==> config.mk <==
export PLATFORM = sky130hd
export DESIGN_NAME = pcpi_bf16_frontend
export DESIGN_NICKNAME = d
export VERILOG_FILES = /design/src/rtl/pcpi_bf16_pkg.sv /design/src/rtl/pcpi_bf16_frontend.sv
export SDC_FILE = /design/constraint.sdc
export NUM_CORES = 1
export LEC_CHECK = 0
export BUFFER_PORTS_ARGS = -buffer_cell sky130_fd_sc_hd__buf_2
export CAP_MARGIN = 20
export CORE_MARGIN = 3
export CORE_UTILIZATION = 51
export DETAILED_ROUTE_END_ITERATION = 12
export PLACE_DENSITY_LB_ADDON = 0.12
export SLEW_MARGIN = 15
export SYNTH_ARGS = -nofsm -noshare
export SYNTH_HDL_FRONTEND = slang
export SYNTH_SLANG_ARGS = --single-unit
export TNS_END_PERCENT = 20
==> constraint.sdc <==
create_clock -name clk -period 5.2 [get_ports clk]
set_input_delay 0 -clock clk [delete_from_list [all_inputs] [get_ports clk]]
set_output_delay 0 -clock clk [all_outputs]
set_load 0.01 [all_outputs]
==> src/rtl/pcpi_bf16_pkg.sv <==
// Shared definitions for the bf16 dot-product PCPI front-end.
//   state_e     : front-end sequencer states
//   DEF_*       : default custom-0 encoding of the dot-product instruction
//   operands_t  : the four bf16 operands handed to the datapath
//   insn_match  : instruction decode (valid + opcode/funct3/funct7 compare)
package pcpi_bf16_pkg;

   typedef enum logic [2:0] {
      ST_IDLE,
      ST_WAIT_ACCEPT,
      ST_WAIT_RESULT,
      ST_RESPOND,
      ST_DRAIN
   } state_e;

   localparam logic [6:0] DEF_OPCODE = 7'b0001011;
   localparam logic [2:0] DEF_FUNCT3 = 3'b000;
   localparam logic [6:0] DEF_FUNCT7 = 7'b0000001;

   typedef struct packed {
      logic [15:0] a;
      logic [15:0] b;
      logic [15:0] c;
      logic [15:0] d;
   } operands_t;

   // Register fields (rs1/rs2/rd) are don't-care, so the compare is done
   // under a mask covering only funct7, funct3 and the major opcode.
   function automatic logic insn_match(
      input logic        valid,
      input logic [31:0] insn,
      input logic [6:0]  opcode,
      input logic [2:0]  funct3,
      input logic [6:0]  funct7
   );
      logic [31:0] mask;
      logic [31:0] pattern;
      mask    = {7'h7f, 10'h000, 3'h7, 5'h00, 7'h7f};
      pattern = {funct7, 10'h000, funct3, 5'h00, opcode};
      return valid && ((insn & mask) == pattern);
   endfunction

endpackage

==> src/rtl/pcpi_bf16_frontend.sv <==
// PCPI front-end for the bf16 dot-product co-processor.
// Decodes one custom instruction, splits rs1/rs2 into four bf16 operands,
// runs the STB/BUSY handshakes towards the datapath and returns the 16-bit
// a*b + c*d result zero-extended in rd. Also records issue-to-result latency.
//
// Ports:
//   clk, rst                 clock; asynchronous active-low reset
//   pcpi_valid/insn/rs1/rs2  CPU request
//   pcpi_wr/rd/wait/ready    CPU response (all registered)
//   op_a..op_d               datapath operands, stable for the whole op
//   op_input_STB / op_BUSY   datapath input handshake
//   op_result/op_output_STB  datapath result handshake; op_output_BUSY low
//   op_output_BUSY             means the front-end will take the result
//   last_latency             WAIT_ACCEPT+WAIT_RESULT cycles of the last op
module pcpi_bf16_frontend
   import pcpi_bf16_pkg::*;
#(
   parameter logic [6:0] OPCODE = DEF_OPCODE,
   parameter logic [2:0] FUNCT3 = DEF_FUNCT3,
   parameter logic [6:0] FUNCT7 = DEF_FUNCT7
) (
   input  logic        clk,
   input  logic        rst,
   input  logic        pcpi_valid,
   input  logic [31:0] pcpi_insn,
   input  logic [31:0] pcpi_rs1,
   input  logic [31:0] pcpi_rs2,
   output logic        pcpi_wr,
   output logic [31:0] pcpi_rd,
   output logic        pcpi_wait,
   output logic        pcpi_ready,
   output logic [15:0] op_a,
   output logic [15:0] op_b,
   output logic [15:0] op_c,
   output logic [15:0] op_d,
   output logic        op_input_STB,
   input  logic        op_BUSY,
   input  logic [15:0] op_result,
   input  logic        op_output_STB,
   output logic        op_output_BUSY,
   output logic [15:0] last_latency
);

   state_e      state;
   operands_t   ops;
   logic [15:0] cnt;
   logic        abort;
   logic        match;
   logic [15:0] cnt_inc;
   logic        aborting;

   assign match   = insn_match(pcpi_valid, pcpi_insn, OPCODE, FUNCT3, FUNCT7);
   assign cnt_inc = (cnt == 16'hffff) ? cnt : cnt + 16'd1;
   // A request withdrawn in the very cycle the result arrives is treated as
   // aborted, so the CPU never sees a ready it no longer waits for.
   assign aborting = abort || !pcpi_valid;

   assign op_a = ops.a;
   assign op_b = ops.b;
   assign op_c = ops.c;
   assign op_d = ops.d;

   always_ff @(posedge clk or negedge rst) begin
      if (!rst) begin
         state          <= ST_IDLE;
         ops            <= '0;
         cnt            <= '0;
         abort          <= 1'b0;
         pcpi_wr        <= 1'b0;
         pcpi_rd        <= '0;
         pcpi_wait      <= 1'b0;
         pcpi_ready     <= 1'b0;
         op_input_STB   <= 1'b0;
         op_output_BUSY <= 1'b1;
         last_latency   <= '0;
      end else begin
         case (state)
            ST_IDLE: begin
               op_input_STB   <= 1'b0;
               op_output_BUSY <= 1'b1;
               // A busy datapath simply defers the issue; the CPU keeps the
               // request up and it is re-evaluated every cycle.
               if (match && !op_BUSY) begin
                  ops          <= '{a: pcpi_rs1[31:16], b: pcpi_rs1[15:0],
                                    c: pcpi_rs2[31:16], d: pcpi_rs2[15:0]};
                  pcpi_wait    <= 1'b1;
                  op_input_STB <= 1'b1;
                  cnt          <= '0;
                  abort        <= 1'b0;
                  state        <= ST_WAIT_ACCEPT;
               end
            end

            ST_WAIT_ACCEPT: begin
               cnt <= cnt_inc;
               if (!pcpi_valid) begin
                  abort     <= 1'b1;
                  pcpi_wait <= 1'b0;
               end
               if (op_BUSY) begin
                  op_input_STB   <= 1'b0;
                  op_output_BUSY <= 1'b0;
                  state          <= ST_WAIT_RESULT;
               end
            end

            ST_WAIT_RESULT: begin
               cnt <= cnt_inc;
               if (!pcpi_valid) begin
                  abort     <= 1'b1;
                  pcpi_wait <= 1'b0;
               end
               if (op_output_STB) begin
                  // The cycle that sees the result is counted as well.
                  last_latency <= cnt_inc;
                  if (!aborting) begin
                     pcpi_rd    <= {16'h0000, op_result};
                     pcpi_wr    <= 1'b1;
                     pcpi_ready <= 1'b1;
                     pcpi_wait  <= 1'b0;
                     state      <= ST_RESPOND;
                  end else begin
                     state <= ST_DRAIN;
                  end
               end
            end

            ST_RESPOND: begin
               pcpi_ready <= 1'b0;
               pcpi_wr    <= 1'b0;
               state      <= ST_DRAIN;
            end

            ST_DRAIN: begin
               // Stay ready for the result until the producer has dropped
               // its strobe, so one result is never taken twice.
               if (!op_output_STB) begin
                  op_output_BUSY <= 1'b1;
                  state          <= ST_IDLE;
               end
            end

            default: state <= ST_IDLE;
         endcase
      end
   end

endmodule

==> out/qor.yml, run 1 <==
synth.yosys.seq_area_share_pct: 56.2
cts-buffers-inserted: 17
clk_root_buffer_cell: "clkbuf_8"
worst_pin_slew_ps: 896
final_layout_size_suffix_gt1_share_pct: 40.8
avgViaCountPerCell: 5.13
grt_pass1_vias: 4737
cp_max_stage_cell: "buf_4"
clock_latency_ps: 510
floorplan.die_area_sq_um: 11700
number_of_storage_elements_in_the_synthesis_netlist: 120
path_max_fanout: 67
achievable-frequency_mhz: 438
kind_of_launch_point_of_the_worst_setup_path: "primary input"
nFillCells: 614
grt_antenna_before_repair: 2
cellLeakagePower_uw: 0.00418
firstDrtPassIters: 4
residual_overflow_from_global_routing: 0
grt_use_met2_pct: 46.8
worst-endpoint-arrival_ps: 2660
routabilityCongestion: 0.802
number_of_flops_mapped_to_enable_cells_by_yosys: 0
cts.repair_timing.setup_buffer_count: 0
number_of_nets_with_antenna_violations_after_routing: 0
cp.buffers_inverters: 3
synth.lib_cells_used.distinct: 54
critPathCapture: "op_a[15]"
route.detailed.drc: 0
regToRegSetupSlack_ps: 2930
ctsHtreeMaxLevel: 4
dominant_register_cell_in_the_synthesized_netlist: "dfrtp_1"
ios: 234
synthAdderAreaFrac_pct: 0.234
grt.met1_usage_pct: 29.1
synthCells: 436
route.vias.total: 4480
power_density_nw_per_um2: 306
stdcell_area_sq_um: 7820
launch_instance_of_the_worst_register_to_register_path: "state[1]"
grt_setup_unrepaired: "no"
status: "finished, final reports clean"
core_sq_um: 10000
simple_logic_cell_fraction_of_the_synthesized_area_pct: 12.2
cts_buffer_depth: 2
final_min_period_over_clock_period_pct: 43.9
floorplan.die.height_microns: 108
max-slew-margin-rel_pct: 40.2
dp_hpwl_microns: 9130
initial_utilization_pct: 53.5
syn-cell-area_sq_um: 5350
critPathRequiredTime_ps: 5580
clock_tree_from_tritoncts: "built"
timing.final.hold_violations: 0
grt_max_degree: 73
busiest_layer: "met2"
crit_path_cell_trace: "dlygate4sd3_1, buf_2, nor4_1, nand3b_1, nor4_4, buf_4, mux2_1"
routed_wire_length_per_instance_microns: 17.2
area.growth.synth_to_final_pct: 46.3
main_combinational_cell_family_by_area_after_synthesis: "multiplexers"
num_rows: 36
clock_sinks: 120
yosys.area_share.xor_xnor_pct: 1.31
asyncSetResetFlopFracSynth_pct: 100
drt-initial-drc-count: 210
global_route.usage.total_pct: 26.3
clk_pin_slew_worst_paths_ps: 50
fin_crit_period_ps: 2280
sequential_cell_area_sq_um: 3000
placedInstanceArea_sq_um: 6360
yosys.cell_count.top_type: "dfrtp_1"
timing.hold.worst.class: "primary input to asynchronous set/reset pin"
timing.setup.tns_ps: 0
vdd.ir_drop.worst_v: 0.000182
synth_compound_gate_area_share_pct: 6.67
critical_path.endpoint_type: "flop"
rr_endpoint: "op_a[15]"
share_of_the_synthesized_area_in_the_top_cell_type_pct: 55.7
critical_path_class: "primary input to flop"
r2r.worst_path.cells: 4
yosys-top-cells-area: "dfrtp_1 (56%), mux2_2 (11%), mux2_1 (5.7%), buf_4 (2.7%), o21ai_0 (2.2%)"
chipWidth_microns: 108
timing.final.max_slew_violations: 0
synth_area_per_cell_sq_um: 12.3
timing.clock.skew_ps: 7.35
synth.mux.area_fraction_pct: 18.2
grt_first_pass_wirelength_microns: 23700
layout.nets: 842
post_synth_most_frequent_cells: "dfrtp_1 (119), mux2_2 (54), nand2_1 (29)"
crit_startpoint: "op_BUSY"
critical_path.max_stage_delay_ps: 680
finalSetupViolCount: 0
totalWireLength_microns: 15100
multiInputGateArea_sq_um: 2130
grt_util_met3_pct: 8.18
synthesis.yosys.warnings: 0
post_cts_repair_resize_count: 0
cpLargestDelayFamily: "buffers and inverters"
timing.critical_path.depth: 7
cell_taking_the_most_area_after_synthesis: "dfrtp_1"
port_buffers: 202
max_cap_violations: 0
[sequential cells by signal, summed over array words and instances (netlist names)]
name	flops
abort	1
op_output_BUSY	1
op_input_STB	1
cnt	16
op_d	16
last_latency	16
pcpi_wait	1
op_b	16
op_a	16
pcpi_ready	1
state	3
op_c	16
pcpi_rd	16
[cell families after synthesis]
kind of cell,count (synthesis)
buffers and inverters,43
muxes,87
adders and majority gates,1
DFF,120
and+or+nand+nor,116
other,1
AOI/OAI and AO/OA,60
xor gates and xnor gates,8
[cells in the final DEF, fill, tap and decap left out, types with 5 or more instances in the layout]
cell type,n
a21oi_1,16
and3_1,7
buf_2,201
clkbuf_16,16
conb_1,16
dfrtp_1,119
diode_2,5
dlygate4sd3_1,86
inv_1,6
mux2_1,27
mux2_2,54
mux2i_1,6
nand2_1,29
nand2b_1,11
nand3_1,5
nor2_1,20
nor3_1,13
o21ai_0,24
[final cells by class]
cell class,instances,share of cell area [%]
Sequential cell,120,38.4
Multi-Input combinational cell,288,27.2
Timing Repair Buffer,291,24.3
Clock buffer,23,5.97
Tap cell,133,2.13
Clock inverter,8,1.54
Inverter,6,0.288
Antenna cell,5,0.160
[per-layer routing]
layer / part of all wire, % / up-vias / routed length [microns]
met5: 0 / - / 0
met4: 2.1 / 0 / 323
met3: 6.1 / 32 / 913
met2: 54 / 182 / 8130
met1: 38 / 2168 / 5690
li1: - / 2098 / -
[worst min path at each step]
stage / cells past startpoint / endpoint / slack (ps) / from
after floorplan: 0 / abort / -300 / rst
after global placement: 1 / op_d[7] / 40 / rst
after detailed placement: 1 / op_d[7] / 50 / rst
after CTS: 2 / op_d[7] / 70 / rst
after global routing: 2 / op_d[7] / 90 / rst
final: 2 / op_d[7] / 60 / rst
[timing repair]
action,in CTS,in global routing
endpoints found under the setup margin,0,0
hold endpoints to repair,136,0
hold buffers,86,0
[report_power, final]
part	internal [uW]	total (uW)	switching, uW
combinational	120	226	107
clock	763	1160	400
sequential	973	1010	33.7
[per-stage QoR]
| stage | total power (uW) | instances | hold slack, ps | utilization (%) | worst slack, ps |
|---|---|---|---|---|---|
| floorplan | 1100 | 451 | -296 | - | 3340 |
| global placement | 1190 | 752 | 37.8 | 63.6 | 2970 |
| detailed placement | 1190 | 752 | 50.1 | 63.6 | 2940 |
| CTS | 2410 | 869 | 65.5 | 78.1 | 2920 |
| global route | 2490 | 871 | 94.4 | 78.1 | 2800 |
| finish | 2400 | 874 | 60.1 | 78.2 | 2920 |
[worst register-to-register path: cells and delay by family, from the launching register on]
kind                   cells  cell delay [ps]
buffers and inverters      1              680
DFF                        1              470
and+or+nand+nor            2              550
muxes                      1              450
(Power assumes the default switching activity.)
==> run 2, diff against run 1 <==
- CORE_UTILIZATION: 51 -> 48
- clock period: 5.2 -> 2.23 ns (I/O delays scaled with it)
==> run 2 against run 1 <==
Against the previous run:
- count of clock-buffer cells in the layout is 1 lower
- clock skew is 1.7 ps lower
- critical path type is now flop to flop
- largest power group unchanged
- clock power is 130% higher
- highest routed layer unchanged
- global-route usage is 2.3 points lower
- routed wire length is 3.9% lower
- core utilization is 3.3 points lower
==> out/qor.yml, run 2 (synthesis gave the netlist of run 1 again) <==
residual_overflow_from_global_routing: 0  # unchanged
chipWidth_microns: 112  # was 108 microns
floorplan.die_area_sq_um: 12400  # was 11700 sq um
area.growth.synth_to_final_pct: 47.9  # was 46.3%
cellLeakagePower_uw: 0.00422  # was 0.00418 uW
routabilityCongestion: 0.806  # was 0.802
route.detailed.drc: 0  # unchanged
critPathRequiredTime_ps: 2610  # was 5580 ps
global_route.usage.total_pct: 24.1  # was 26.3%
worst-endpoint-arrival_ps: 2390  # was 2660 ps
fin_crit_period_ps: 2000
final_min_period_over_clock_period_pct: 89.8
crit_path_cell_trace: "or2_1, nor4_4, buf_12, mux2_1"  # was dlygate4sd3_1, buf_2, nor4_1, nand3b_1, nor4_4, buf_4, mux2_1
multiInputGateArea_sq_um: 2130  # unchanged
final_common_cell: "buf_2"  # unchanged
timing.hold.worst.class: "primary input to asynchronous set/reset pin"  # unchanged
max-slew-margin-rel_pct: 51.5  # was 40.2%
clock_tree_from_tritoncts: "built"  # unchanged
initial_utilization_pct: 50.6  # was 53.5%
design_power_total_uw: 5560  # was 2400 uW
firstDrtPassIters: 4  # unchanged
floorplan.die.height_microns: 112  # was 108 microns
num_rows: 37  # was 36
post_cts_repair_resize_count: 0  # unchanged
timing.final.hold_violations: 0  # unchanged
routed_wire_length_per_instance_microns: 16.4  # was 17.2 microns
dp_hpwl_microns: 9100  # was 9130 microns
power_density_nw_per_um2: 703  # was 306 nW/um^2
core_sq_um: 10600  # was 10000 sq um
clk_root_buffer_cell: "clkbuf_8"  # unchanged
achievable-frequency_mhz: 499
clk_pin_slew_worst_paths_ps: 60  # was 50 ps
cts_buffer_depth: 2  # unchanged
clock_sinks: 120  # unchanged
critical_path.max_stage_delay_ps: 470  # was 680 ps
avgViaCountPerCell: 5.09  # was 5.13
timing.clock.skew_ps: 5.68  # was 7.35 ps
route.vias.total: 4481  # was 4480
timing.final.max_slew_violations: 0  # unchanged
layout_common_cells: "buf_2 (201), dfrtp_1 (119), dlygate4sd3_1 (86)"  # unchanged
vdd.ir_drop.worst_v: 0.000439  # was 0.000182 V
layout.nets: 849  # was 842
cp_max_stage_cell: "dfrtp_1"  # was buf_4
ios: 234  # unchanged
n_antenna_cell: 0  # was 5
status: "finished, final reports clean"  # unchanged
grt_max_degree: 87  # was 73
ctsHtreeMaxLevel: 4  # unchanged
drt-initial-drc-count: 212  # was 210
port_buffers: 202  # unchanged
timing.setup.tns_ps: 0  # unchanged
critical_path_class: "flop to flop"  # was primary input to flop
grt_pass1_vias: 4684  # was 4737
finalSetupViolCount: 0  # unchanged
cp.buffers_inverters: 1  # was 3
kind_of_launch_point_of_the_worst_setup_path: "flop"  # was primary input
cpLargestDelayFamily: "simple AND/OR/NAND/NOR gates"  # was buffers and inverters
grt_antenna_before_repair: 0  # was 2
grt_first_pass_wirelength_microns: 23900  # was 23700 microns
clock_latency_ps: 510  # about the same
totalWireLength_microns: 14500  # was 15100 microns
cts.repair_timing.setup_buffer_count: 0  # unchanged
path_max_fanout: 56  # was 67
nFillCells: 686  # was 614
max_cap_violations: 0  # unchanged
cts-buffers-inserted: 17  # unchanged
grt_setup_unrepaired: "no"  # unchanged
sequential_cell_area_sq_um: 3000  # unchanged
final_layout_size_suffix_gt1_share_pct: 41.7  # was 40.8%
number_of_nets_with_antenna_violations_after_routing: 0  # unchanged
critical_path.endpoint_type: "flop"  # unchanged
worst_pin_slew_ps: 728  # was 896 ps
-- run 2: changes by cell type in the layout (fill, tap and decap cells not counted), sizes merged --
cell	before	now
clkinvlp	2	4
diode	5	0
inv	6	7
bufinv	3	2
buf	205	212
clkbuf	23	22
-- run 2: cell type report --
class | count | area share (%)
clock buffers | 22 | 5.98
clock inverters | 10 | 1.49
inverters | 6 | 0.285
multi-input cells | 288 | 27.0
flip-flops and latches | 120 | 38.0
well taps | 136 | 2.15
repair buffers | 298 | 25.1
-- run 2: final timing paths --
kind	from	cells past startpoint	slack [ps]	to
setup / recovery	state[2]	4	230	op_d[10]
hold / removal	rst	3	20	op_a[12]
setup reg to reg	state[2]	4	230	op_d[10]
hold reg to reg	last_latency[5]	2	470	last_latency[5]
max in group asynchronous	rst	3	1750	op_output_BUSY
min in group clk	pcpi_insn[29]	6	150	state[0]
-- run 2: through the flow --
step / setup WS (ps) / utilization, % / area [sq um] / hold WS [ps] / instances
after floorplan: 366 / - / 5400 / -296 / 451
after global placement: 239 / 61.0 / 6430 / -18.3 / 761
after detailed placement: 223 / 61.0 / 6430 / -20.6 / 761
after CTS: 244 / 74.9 / 7910 / 6.37 / 880
after global routing: 72.4 / 74.9 / 7910 / 29.7 / 880
final: 227 / 74.9 / 7910 / 18.9 / 880
-- run 2: timing repair --
item | in CTS | in global routing
endpoints found under the setup margin | 0 | 0
hold endpoints to repair | 206 | 0
hold buffers | 87 | 0
-- run 2: routing by layer --
metal / up-vias / track usage [%] / share of wire (%)
met4: 0 / 9.49 / 2.2
met1: 2153 / 29.3 / 39
li1: 2101 / - / -
met3: 27 / 7.83 / 7.9
met2: 200 / 40.0 / 51
met5: - / 0 / 0
-- run 2: worst register-to-register path: stages, from the launching register on --
cell	delay, ps
dfrtp_1	470
or2_1	300
nor4_4	360
buf_12	310
mux2_1	440
-- run 2: where the power goes --
group	switching, uW	internal (uW)	leakage [uW]	total, uW
clock network	973	1710	0.000280	2680
registers	76.0	2270	0.00157	2340
logic	245	285	0.00237	530
total	1290	4260	0.00422	5560
